$ cat config.mk
export PLATFORM = sky130hd
export DESIGN_NAME = ps2_key_decoder_flat
export DESIGN_NICKNAME = d
export VERILOG_FILES = /design/src/rtl/ps2_key_decoder_if.sv /design/src/rtl/ps2_key_decoder.sv /design/src/flat_wrapper.sv
export SDC_FILE = /design/constraint.sdc
export NUM_CORES = 1
export LEC_CHECK = 0
export BUFFER_PORTS_ARGS = -buffer_cell sky130_fd_sc_hd__buf_2
export CORE_ASPECT_RATIO = 1.25
export CORE_MARGIN = 3
export CORE_UTILIZATION = 39
export DETAILED_ROUTE_END_ITERATION = 10
export GPL_ROUTABILITY_DRIVEN = 0
export SLEW_MARGIN = 0
export SYNTH_ARGS = -nofsm -noshare
export SYNTH_HDL_FRONTEND = slang
export SYNTH_SLANG_ARGS = --single-unit
$ cat constraint.sdc
create_clock -name clk -period 2.48 [get_ports clk]
set_clock_uncertainty 0.1 [all_clocks]
set_input_delay 0.124 -clock clk [delete_from_list [all_inputs] [get_ports clk]]
set_output_delay 0.124 -clock clk [all_outputs]
set_load 0.01 [all_outputs]
$ cat src/rtl/ps2_key_decoder_if.sv
// PS/2 keyboard line and key-event bus shared by the decoder (master) and keyboard consumers (slave).
interface ps2_key_decoder_if;
  logic        ps2_clk;
  logic        ps2_data;
  logic [10:0] ps2_key;
  logic        frame_err;
  logic        busy;

  modport master (
    input  ps2_clk,
    input  ps2_data,
    output ps2_key,
    output frame_err,
    output busy
  );

  modport slave (
    input ps2_clk,
    input ps2_data,
    input ps2_key,
    input frame_err,
    input busy
  );
endinterface

$ cat src/rtl/ps2_key_decoder.sv
// PS/2 keyboard receiver: conditions the raw lines, deserializes frames, folds E0/F0 prefixes into toggle-strobed key events.
// Optional PS2_TYPEMATIC_FILTER_EN suppresses repeated makes of the same key until its break.
module ps2_key_decoder #(
  parameter int FILTER_LEN     = 8,
  parameter int TIMEOUT_CYCLES = 11000
) (
  input  logic               clk,
  input  logic               delay_reset,
  ps2_key_decoder_if.master  bus
);

  localparam int             TW       = $clog2(TIMEOUT_CYCLES + 1);
  localparam logic [3:0]     FLT_LAST = 4'(FILTER_LEN - 1);
  localparam logic [TW-1:0]  TMO_MAX  = TW'(TIMEOUT_CYCLES);

  typedef enum logic [1:0] {IDLE, DATA, PARITY, STOP} state_t;

  logic          clk_s1, clk_s2, dat_s1, dat_s2;
  logic          filt;
  logic [3:0]    flt_cnt;
  logic          fall;

  state_t        state;
  logic [2:0]    bit_cnt;
  logic [7:0]    sh;
  logic          par;
  logic [TW-1:0] tmo_cnt;
  logic          byte_rdy;
  logic          byte_ok;
  logic          ext_f, rel_f;
  logic [10:0]   key_q;
  logic          err_q;
  logic          busy_q;
`ifdef PS2_TYPEMATIC_FILTER_EN
  logic [8:0]    last_make;
  logic          mk_valid;
`endif

  assign bus.ps2_key   = key_q;
  assign bus.frame_err = err_q;
  assign bus.busy      = busy_q;

  // fall is registered at the moment the filtered clock commits to low
  always_ff @(posedge clk or posedge delay_reset) begin
    if (delay_reset) begin
      clk_s1  <= 1'b1;
      clk_s2  <= 1'b1;
      dat_s1  <= 1'b1;
      dat_s2  <= 1'b1;
      filt    <= 1'b1;
      flt_cnt <= '0;
      fall    <= 1'b0;
    end else begin
      clk_s1 <= bus.ps2_clk;
      clk_s2 <= clk_s1;
      dat_s1 <= bus.ps2_data;
      dat_s2 <= dat_s1;
      fall   <= 1'b0;
      if (clk_s2 != filt) begin
        if (flt_cnt == FLT_LAST) begin
          filt    <= clk_s2;
          flt_cnt <= '0;
          fall    <= filt;
        end else begin
          flt_cnt <= flt_cnt + 4'd1;
        end
      end else begin
        flt_cnt <= '0;
      end
    end
  end

  always_ff @(posedge clk or posedge delay_reset) begin
    if (delay_reset) begin
      state     <= IDLE;
      bit_cnt   <= '0;
      sh        <= '0;
      par       <= 1'b0;
      tmo_cnt   <= '0;
      byte_rdy  <= 1'b0;
      byte_ok   <= 1'b0;
      ext_f     <= 1'b0;
      rel_f     <= 1'b0;
      key_q     <= '0;
      err_q     <= 1'b0;
      busy_q    <= 1'b0;
`ifdef PS2_TYPEMATIC_FILTER_EN
      last_make <= '0;
      mk_valid  <= 1'b0;
`endif
    end else begin
      err_q    <= 1'b0;
      byte_rdy <= 1'b0;

      case (state)
        IDLE: begin
          tmo_cnt <= '0;
          if (fall) begin
            if (!dat_s2) begin
              state   <= DATA;
              bit_cnt <= '0;
              busy_q  <= 1'b1;
            end else begin
              err_q <= 1'b1;
            end
          end
        end
        default: begin
          // a fall in the same cycle as the timeout keeps the frame alive
          if (fall) begin
            tmo_cnt <= '0;
            case (state)
              DATA: begin
                sh <= {dat_s2, sh[7:1]};
                if (bit_cnt == 3'd7) state <= PARITY;
                else                 bit_cnt <= bit_cnt + 3'd1;
              end
              PARITY: begin
                par   <= dat_s2;
                state <= STOP;
              end
              default: begin
                byte_ok  <= dat_s2 & (^{sh, par});
                byte_rdy <= 1'b1;
                state    <= IDLE;
                busy_q   <= 1'b0;
              end
            endcase
          end else if (tmo_cnt == TMO_MAX) begin
            state   <= IDLE;
            busy_q  <= 1'b0;
            err_q   <= 1'b1;
            ext_f   <= 1'b0;
            rel_f   <= 1'b0;
            tmo_cnt <= '0;
          end else begin
            tmo_cnt <= tmo_cnt + 1'b1;
          end
        end
      endcase

      if (byte_rdy) begin
        if (!byte_ok) begin
          err_q <= 1'b1;
          ext_f <= 1'b0;
          rel_f <= 1'b0;
        end else if (sh == 8'hE0) begin
          ext_f <= 1'b1;
        end else if (sh == 8'hF0) begin
          rel_f <= 1'b1;
        end else begin
`ifdef PS2_TYPEMATIC_FILTER_EN
          if (rel_f) begin
            key_q    <= {~key_q[10], ~rel_f, ext_f, sh};
            mk_valid <= 1'b0;
          end else if (!(mk_valid && (last_make == {ext_f, sh}))) begin
            key_q     <= {~key_q[10], ~rel_f, ext_f, sh};
            last_make <= {ext_f, sh};
            mk_valid  <= 1'b1;
          end
`else
          key_q <= {~key_q[10], ~rel_f, ext_f, sh};
`endif
          ext_f <= 1'b0;
          rel_f <= 1'b0;
        end
      end
    end
  end

endmodule
$ cat src/flat_wrapper.sv
// flat-port wrapper written by rule: the top's interface ports become plain ports
module ps2_key_decoder_flat 
#(
  parameter int FILTER_LEN     = 8,
  parameter int TIMEOUT_CYCLES = 11000
)
  (clk, delay_reset, bus_ps2_clk, bus_ps2_data, bus_ps2_key, bus_frame_err, bus_busy);
  ps2_key_decoder_if bus_i ();
  input  logic clk;
  input  logic delay_reset;
  input wire logic [$bits(bus_i.ps2_clk)-1:0] bus_ps2_clk;
  input wire logic [$bits(bus_i.ps2_data)-1:0] bus_ps2_data;
  output wire logic [$bits(bus_i.ps2_key)-1:0] bus_ps2_key;
  output wire logic [$bits(bus_i.frame_err)-1:0] bus_frame_err;
  output wire logic [$bits(bus_i.busy)-1:0] bus_busy;
  assign bus_i.ps2_clk = bus_ps2_clk;
  assign bus_i.ps2_data = bus_ps2_data;
  assign bus_ps2_key = bus_i.ps2_key;
  assign bus_frame_err = bus_i.frame_err;
  assign bus_busy = bus_i.busy;
  ps2_key_decoder #(.FILTER_LEN(FILTER_LEN), .TIMEOUT_CYCLES(TIMEOUT_CYCLES)) u_core (.clk(clk), .delay_reset(delay_reset), .bus(bus_i));
endmodule
# After elaboration in Yosys (flattened, before gate mapping)
# Index checks and enable logic that the tools add are counted.
classes:
  addsub: 3
  n_eq_ne: 13
  mux: 50
  bitwise: 7
  n_reduce_logical: 13
op_table:
  columns: ["cell", "count"]
  rows:
  - ["14-bit two-way mux", 3]
  - ["1-bit two-way mux", 32]
  - ["3-bit two-way mux", 6]
  - ["8-bit == test, second input constant", 2]
  - ["4-bit AND reduction", 4]
  - ["14-bit by 1-bit adder with 14-bit output, second input constant", 1]
  - ["14-bit == test, second input constant", 1]
  - ["2-bit two-way mux", 6]
  - ["3-bit AND reduction", 3]
  - ["9-bit parity", 1]
  - ["4-bit two-way mux", 2]
  - ["1-bit NOT", 6]
  - ["4-bit by 1-bit adder with 4-bit output, second input constant", 1]
  - ["4-bit by 3-bit == test with 1-bit output, second input constant", 1]
  - ["2-bit inequality test, second input constant", 2]
  - ["4-bit inequality test, second input constant", 1]
  - ["2-bit case mux with 2 select lines", 1]
  - ["2-bit nonzero test", 2]
  - ["3-bit by 1-bit adder with 3-bit output, second input constant", 1]
  - ["3-bit == test, second input constant", 1]
  - ["3-bit inequality test, second input constant", 1]
  - ["2-bit by 1-bit == test with 1-bit output, second input constant", 1]
  - ["2-bit == test, second input constant", 1]
  - ["2-bit logical NOT", 1]
  - ["5 further kinds", 5]
totals:
  register_bits: 55
  inputBits: 4
  word_cells: 105

# Depth between registers and ports, before layout
# Gate-level depths: netlist of the first run.
logic_depth:
  ltp_word: 8
  mapped_depth: 7

# Least setup slack after synthesis of the first run
# No wires, ideal clock.
synth_timing:
  kind: "reg2reg"
  startpoint: "register u_core.sh[3]"
  endpoint: "register u_core.key_q[0] (netlist: u_core.bus.ps2_key[0])"
  setup_ns: 0.125
  t_arrival_ns: 1.533
  setup_slack_ns: 0.722
  path_stages_with_launch: 6
  n_path_buf: 1
  cell_sequence: "dfrtp_1 -> nand4b_1 -> or4_1 -> nor2b_4 -> buf_12 -> mux2_4"
synth_via:
  elab_chain_cells: 3
synth_lines:
  columns: ["item", "line_no", "source"]
  rows:
  - ["start: declaration", "ps2_key_decoder.sv:25", "logic [7:0] sh;"]
  - ["start signal: assignment", "ps2_key_decoder.sv:114", "sh <= {dat_s2, sh[7:1]};"]
  - ["8-bit == test, on equally long branches", "ps2_key_decoder.sv:147, ps2_key_decoder.sv:149", null]
  - ["1-bit NOT (no line)", null, null]
  - ["4-bit AND reduction (no line) *", null, null]
  - ["end signal: assignment", "ps2_key_decoder.sv:162", "key_q <= {~key_q[10], ~rel_f, ext_f, sh};"]
  - ["end: declaration", "ps2_key_decoder.sv:31", "logic [10:0] key_q;"]
# Every way passes the cells marked *; elsewhere a longest branch is shown, timed or not.
# A chain may end at the register's enable or synchronous reset.

# Worst setup path in the final report of the first run
layout_timing:
  startpoint: "register u_core.sh[3]"
  endpoint: "register u_core.key_q[1] (netlist: u_core.bus.ps2_key[1])"
# Same word-level chain as after synthesis.

==> results of run 1 <==
cell type report:
class	count	area (um^2)
fill	588	3420
clock inverter	2	37.5
sequential	55	1380
multi-input combinational	145	1120
timing repair buffer	20	130
tap	85	106
clock buffer	5	68.8
inverter	7	26.3
flip-flops by register name, summed over array words and instances (netlist names):
name	cells
u_core.byte_ok	1
u_core.bus.ps2_key	11
u_core.bus.busy	1
u_core.bus.frame_err	1
u_core.byte_rdy	1
u_core.clk_s2	1
u_core.rel_f	1
u_core.state	2
u_core.filt	1
u_core.par	1
u_core.dat_s1	1
u_core.sh	8
u_core.flt_cnt	4
u_core.dat_s2	1
u_core.fall	1
u_core.tmo_cnt	14
u_core.clk_s1	1
u_core.ext_f	1
u_core.bit_cnt	3
what timing repair did:
item | in CTS | in global routing
endpoints found under the setup margin | 0 | 0
hold endpoints to repair | 23 | 0
hold buffers | 3 | 0
through the flow:
stage	instances	hold slack [ns]	util [%]	worst slack (ns)	total power, mW
after global routing	319	0.262	45.6	0.488	1.70
final	319	0.260	45.6	0.650	1.63
after CTS	319	0.261	45.6	0.634	1.65
after detailed placement	309	0.131	43.5	0.641	1.06
after floorplan	214	0.0285	-	0.722	1.04
after global placement	309	0.124	43.5	0.665	1.06
worst paths after layout:
| path | from | end | slack [ns] |
|---|---|---|---|
| min | u_core.dat_s1 | u_core.dat_s2 | 0.26 |
| min reg2reg | u_core.dat_s1 | u_core.dat_s2 | 0.26 |
| max | u_core.sh[3] | u_core.bus.ps2_key[1] | 0.65 |
| max reg2reg | u_core.sh[3] | u_core.bus.ps2_key[1] | 0.65 |
| min in group asynchronous | delay_reset | u_core.tmo_cnt[12] | 0.32 |
| max in group asynchronous | delay_reset | u_core.bus.busy | 1.40 |
cells by family (layout without fill, tap and decap cells):
group | count (synthesis) | after routing | share of synthesized area (%)
simple gates | 72 | 72 | 15.9
compound gates | 25 | 25 | 6.51
mux | 19 | 19 | 9.27
xor+xnor | 20 | 20 | 7.33
buf+inv | 14 | 34 | 3.01
flops | 55 | 55 | 53.6
fa+ha+maj | 9 | 9 | 4.37
critical path: cells and delay by family (launching register included):
family | cells | cell delay [ns]
mux | 1 | 0.31
flops | 1 | 0.44
simple gates | 3 | 0.87
layout by cell type, fill, tap and decap left out, types with 6 or more instances in the layout:
| cell type | instances |
|---|---|
| inv_1 | 6 |
| nand4_1 | 6 |
| o21ai_0 | 6 |
| nor2_1 | 18 |
| ha_1 | 9 |
| mux2_4 | 7 |
| buf_2 | 16 |
| xor2_1 | 10 |
| nand2_1 | 15 |
| mux2_2 | 11 |
| dfrtp_1 | 50 |
| xnor2_1 | 9 |
| a21oi_1 | 6 |
power breakdown:
part | switching [mW] | total, mW | internal (mW)
Clock | 0.284 | 0.580 | 0.295
Sequential | 0.0227 | 0.957 | 0.934
Combinational | 0.0478 | 0.0896 | 0.0418
metal layers:
metal  vias up  track usage, %  wire, um
met4         0            4.44        63
met2        24            20.9      2100
met3         4            3.07       132
li1        780               -         -
met5         -               0         0
met1       771            15.8      1970
==> results.toml, run 1 <==
[route]
drc = 0
wl_per_cell_um = 13.4
drt-initial-drc-count = 89
final_antenna_net_count = 0
wirelength_mm = 4.27
viasPerCell = 4.95
vias = 1579
drt_pre_antenna_iters = 4

[floorplanning]
coreArea_um2 = 6290
dieArea_um2 = 7630
initial_core_util_pct = 41.0
pin_count = 17
std_cell_rows = 32
die_w_um = 78.7
die_height_um = 96.9

[global_route]
gr-total-overflow = 0
grt_pass1_wl_mm = 7.71
grt_usage_pct = 12.6
grt_max_degree = 30
first_global_vias = 1648
grt_antenna_before_repair = 0

[cells_and_area]
fin_nets = 247
drive_above_1_share_pct = 21.8
diodes = 0
areaGrowthSynthToFinish_pct = 11.3
final_area_um2 = 2870

[cts]
post_cts_buffers = 0
htreeDepth = 2
cts.path.max_buffers = 2
cts_tree = "done"
clk_pin_slew_ns = 0.10
cts_resized = 0
cts_sinks = 55
root_buffer = "clkbuf_8"
worstSkewPairLatency_ns = 0.31
cts_buffers = 5

[critical_path]
max_stage_delay_ns = 0.46
worstPathRequired_ns = 2.58
crit_arrival_ns = 1.93
cp_slowest_cell = "or4_1"
start_kind = "flop"
end_kind = "flop"
critPathMaxFanout = 11
r2r_cells = 4
path_cells = "nand4b_1 > or4_1 > nor2b_4 > mux2_4"
critPathKind = "reg -> reg"

[timing]
fin_crit_ns = 1.83
setup_tns_ns = 0
drv_slew = 0
slew_headroom_pct = 59.8
worst_pin_slew_ns = 0.602
setup_viol = 0
period_share_pct = 73.8
timing.fmax_mhz = 546
rsz0062_at_grt = "no"
final_hold_viol_count = 0

[place]
placed_cell_area_um2 = 2730
dp_hpwl_mm = 2.98
portBuffers = 16

[outcome]
outcome = "finished clean"

[synth]
synthCells = 214
yosysSeqAreaShare_pct = 53.6
ys_top_cells_by_area = "dfrtp_1 (49%), dfstp_2 (5.1%), mux2_2 (4.8%)"
synth_edf_count = 0
synth_nets = 227
synth_top_area_share_pct = 48.5
netlist_area_um2 = 2580
syn_area_per_cell_um2 = 12.0
ys_async_sr_fraction_pct = 100
yosysWarnings = 0
ys.flop_type = "dfrtp_1"
yosysMostFrequentCell = "dfrtp_1"
synth_common_cells = "dfrtp_1 (50), nor2_1 (18), nand2_1 (15)"
ys_types = 48
yosysTopAreaCell = "dfrtp_1"
synth-seq-cells = 55

[job]
drv_cap = 0

[worst_hold_path]
min_path_type = "reg -> reg"
worst_hold_path.num_cells = 0

[power_and_ir_drop]
p_leak_nw = 1.33
max-vdd-ir-drop_mv = 0.419
p_per_area_nw_per_um2 = 567
Note: power is estimated with default switching activity, not from simulation.
==> run 2, diff against run 1 <==
==> constraint.sdc (replaced) <==
create_clock -name clk -period 1.6 [get_ports clk]
set_clock_uncertainty 0.1 [all_clocks]
set_input_delay 0.08 -clock clk [delete_from_list [all_inputs] [get_ports clk]]
set_output_delay 0.08 -clock clk [all_outputs]
set_load 0.01 [all_outputs]
==> results.toml, run 2 (synthesis gave the netlist of run 1 again) <==
[critical_path]
critPathMaxFanout = 11
rr_endpoint = "u_core.bus.ps2_key[0]"
critPathKind = "reg -> reg"
end_kind = "flop"
max_stage_delay_ns = 0.43
r2r_cells = 4
reg2reg_from = "u_core.sh[3]"
start_kind = "flop"
r2r_slack_ns = -0.10
crit_arrival_ns = 1.80
worstPathRequired_ns = 1.70
cp_slowest_cell = "or4_4"
path_cells = "nand4b_1 > or4_4 > nor2b_4 > mux2_4"

[power_and_ir_drop]
seqPwrFrac_pct = 61.6
p_clk_share_pct = 32.4
max-vdd-ir-drop_mv = 0.513
p_leak_nw = 1.56
power.total_mw = 2.40
power.internal_mw = 1.86
comb_power_share_pct = 6.0
netSwitchingPower_mw = 0.546
swShare_pct = 22.7
p_per_area_nw_per_um2 = 734

[place]
placed_cell_area_um2 = 2970
dp_hpwl_mm = 3.46
portBuffers = 16
pre_cts_ws_ns = -0.0813

[cts]
cts.path.max_buffers = 2
cts_tree = "done"
cts_sinks = 55
cts_buffers = 5
root_buffer = "clkbuf_8"
clk_pin_slew_ns = 0.09
htreeDepth = 2
worstSkewPairLatency_ns = 0.30

[route]
final_antenna_net_count = 0
wl_per_cell_um = 13.4
drc = 0
drt-initial-drc-count = 81
wirelength_mm = 4.84
viasPerCell = 4.94
vias = 1790
drt_pre_antenna_iters = 4

[outcome]
failed_checks = "negative setup slack"
outcome = "finished, violations left"

[global_route]
gr-total-overflow = 0
grt_pass1_wl_mm = 8.68
first_global_vias = 1820
grt_usage_pct = 14.2
grt_antenna_before_repair = 0
grt_max_degree = 29

[timing]
fin_crit_ns = 1.70
drv_slew = 0
period_share_pct = 106
setup_ws_ns = -0.102
rsz0062_at_grt = "yes"
worst_pin_slew_ns = 0.396
setup_viol = 13
slew_headroom_pct = 73.6
timing.fmax_mhz = 588
final_hold_viol_count = 0

[cells_and_area]
diodes = 0
largest-register = "u_core.tmo_cnt"
final_cell_mix = "dfrtp_1 (50), buf_4 (39), nor2_1 (17)"
drive_above_1_share_pct = 42.2
layout_commonest_cell = "dfrtp_1"
largest_reg_flops = 14
fin_nets = 290
areaGrowthSynthToFinish_pct = 26.9
final_area_um2 = 3270

[job]
drv_cap = 0

[floorplanning]
die_height_um = 96.9
pin_count = 17
initial_core_util_pct = 41.0
std_cell_rows = 32
die_w_um = 78.7
coreArea_um2 = 6290
dieArea_um2 = 7630

[worst_hold_path]
hp-start = "u_core.clk_s1"
worst_hold_path.num_cells = 0
min_path_type = "reg -> reg"
hold-path-endpoint = "u_core.clk_s2"
-- run 2: cell count changes in the layout (fill, tap and decap cells not counted), moves of 3 or more --
cell,delta
buf_4,+39
buf_6,+5
ha_1,-4
ha_2,+3
-- run 2: worst max-delay path, delay by kind of cell, from the launching register on --
family           cells  cell delay, ns
multiplexers         1            0.31
flip-flops           1            0.38
AND/OR/NAND/NOR      3            0.80
-- run 2: area by class of cell --
class | count | area [um^2]
fillers | 566 | 3010
clock buffers | 6 | 82.6
repair buffers | 63 | 459
clock inverters | 1 | 5.00
flip-flops and latches | 55 | 1380
multi-input cells | 145 | 1210
inverters | 7 | 26.3
well taps | 85 | 106
-- run 2: worst max path at each step --
stage,start,to,slack [ns],depth (start not counted)
global route,u_core.sh[3],u_core.bus.ps2_key[5],-0.15,4
global placement,u_core.sh[3],u_core.byte_ok,-0.06,5
detailed placement,u_core.sh[3],u_core.bus.ps2_key[3],-0.08,4
floorplan,u_core.sh[3],u_core.bus.ps2_key[0],-0.16,5
finish,u_core.sh[3],u_core.bus.ps2_key[0],-0.10,4
CTS,u_core.sh[3],u_core.bus.ps2_key[3],-0.09,4
-- run 2: through the flow --
stage	utilization [%]	setup TNS [ns]	cells	hold slack, ns
2_1_floorplan	-	-1.15	214	-0.0155
3_3_place_gp	47.3	-0.476	342	0.0711
3_5_place_dp	47.3	-0.734	342	0.0782
4_1_cts	50.7	-0.733	359	0.261
5_1_grt	52.1	-2.95	362	0.265
6_report	52.1	-0.874	362	0.260
-- run 2: what timing repair did --
item | CTS | global route
hold buffers | 3 | 0
setup endpoints to repair | 24 | 34
gates resized for setup | 12 | 17
pin swaps | 10 | 13
endpoints found under the hold margin | 52 | 0
buffers inserted | 7 | 3
-- run 2: metal layers --
layer | GRT usage, % | vias up | wire length [um]
met2 | 23.5 | 25 | 2470
met5 | 0 | - | 0
met4 | 4.04 | 0 | 58
met1 | 18.3 | 890 | 2160
li1 | - | 870 | -
met3 | 3.17 | 5 | 148
-- run 2: power groups by stage --
stage          clock network, mW  registers, mW  logic (mW)
2_1_floorplan                  0           1.50       0.104
5_1_grt                    0.865           1.49       0.167
3_3_place_gp                   0           1.51       0.136
4_1_cts                    0.811           1.48       0.148
6_report                   0.777           1.48       0.144
3_5_place_dp                   0           1.51       0.141
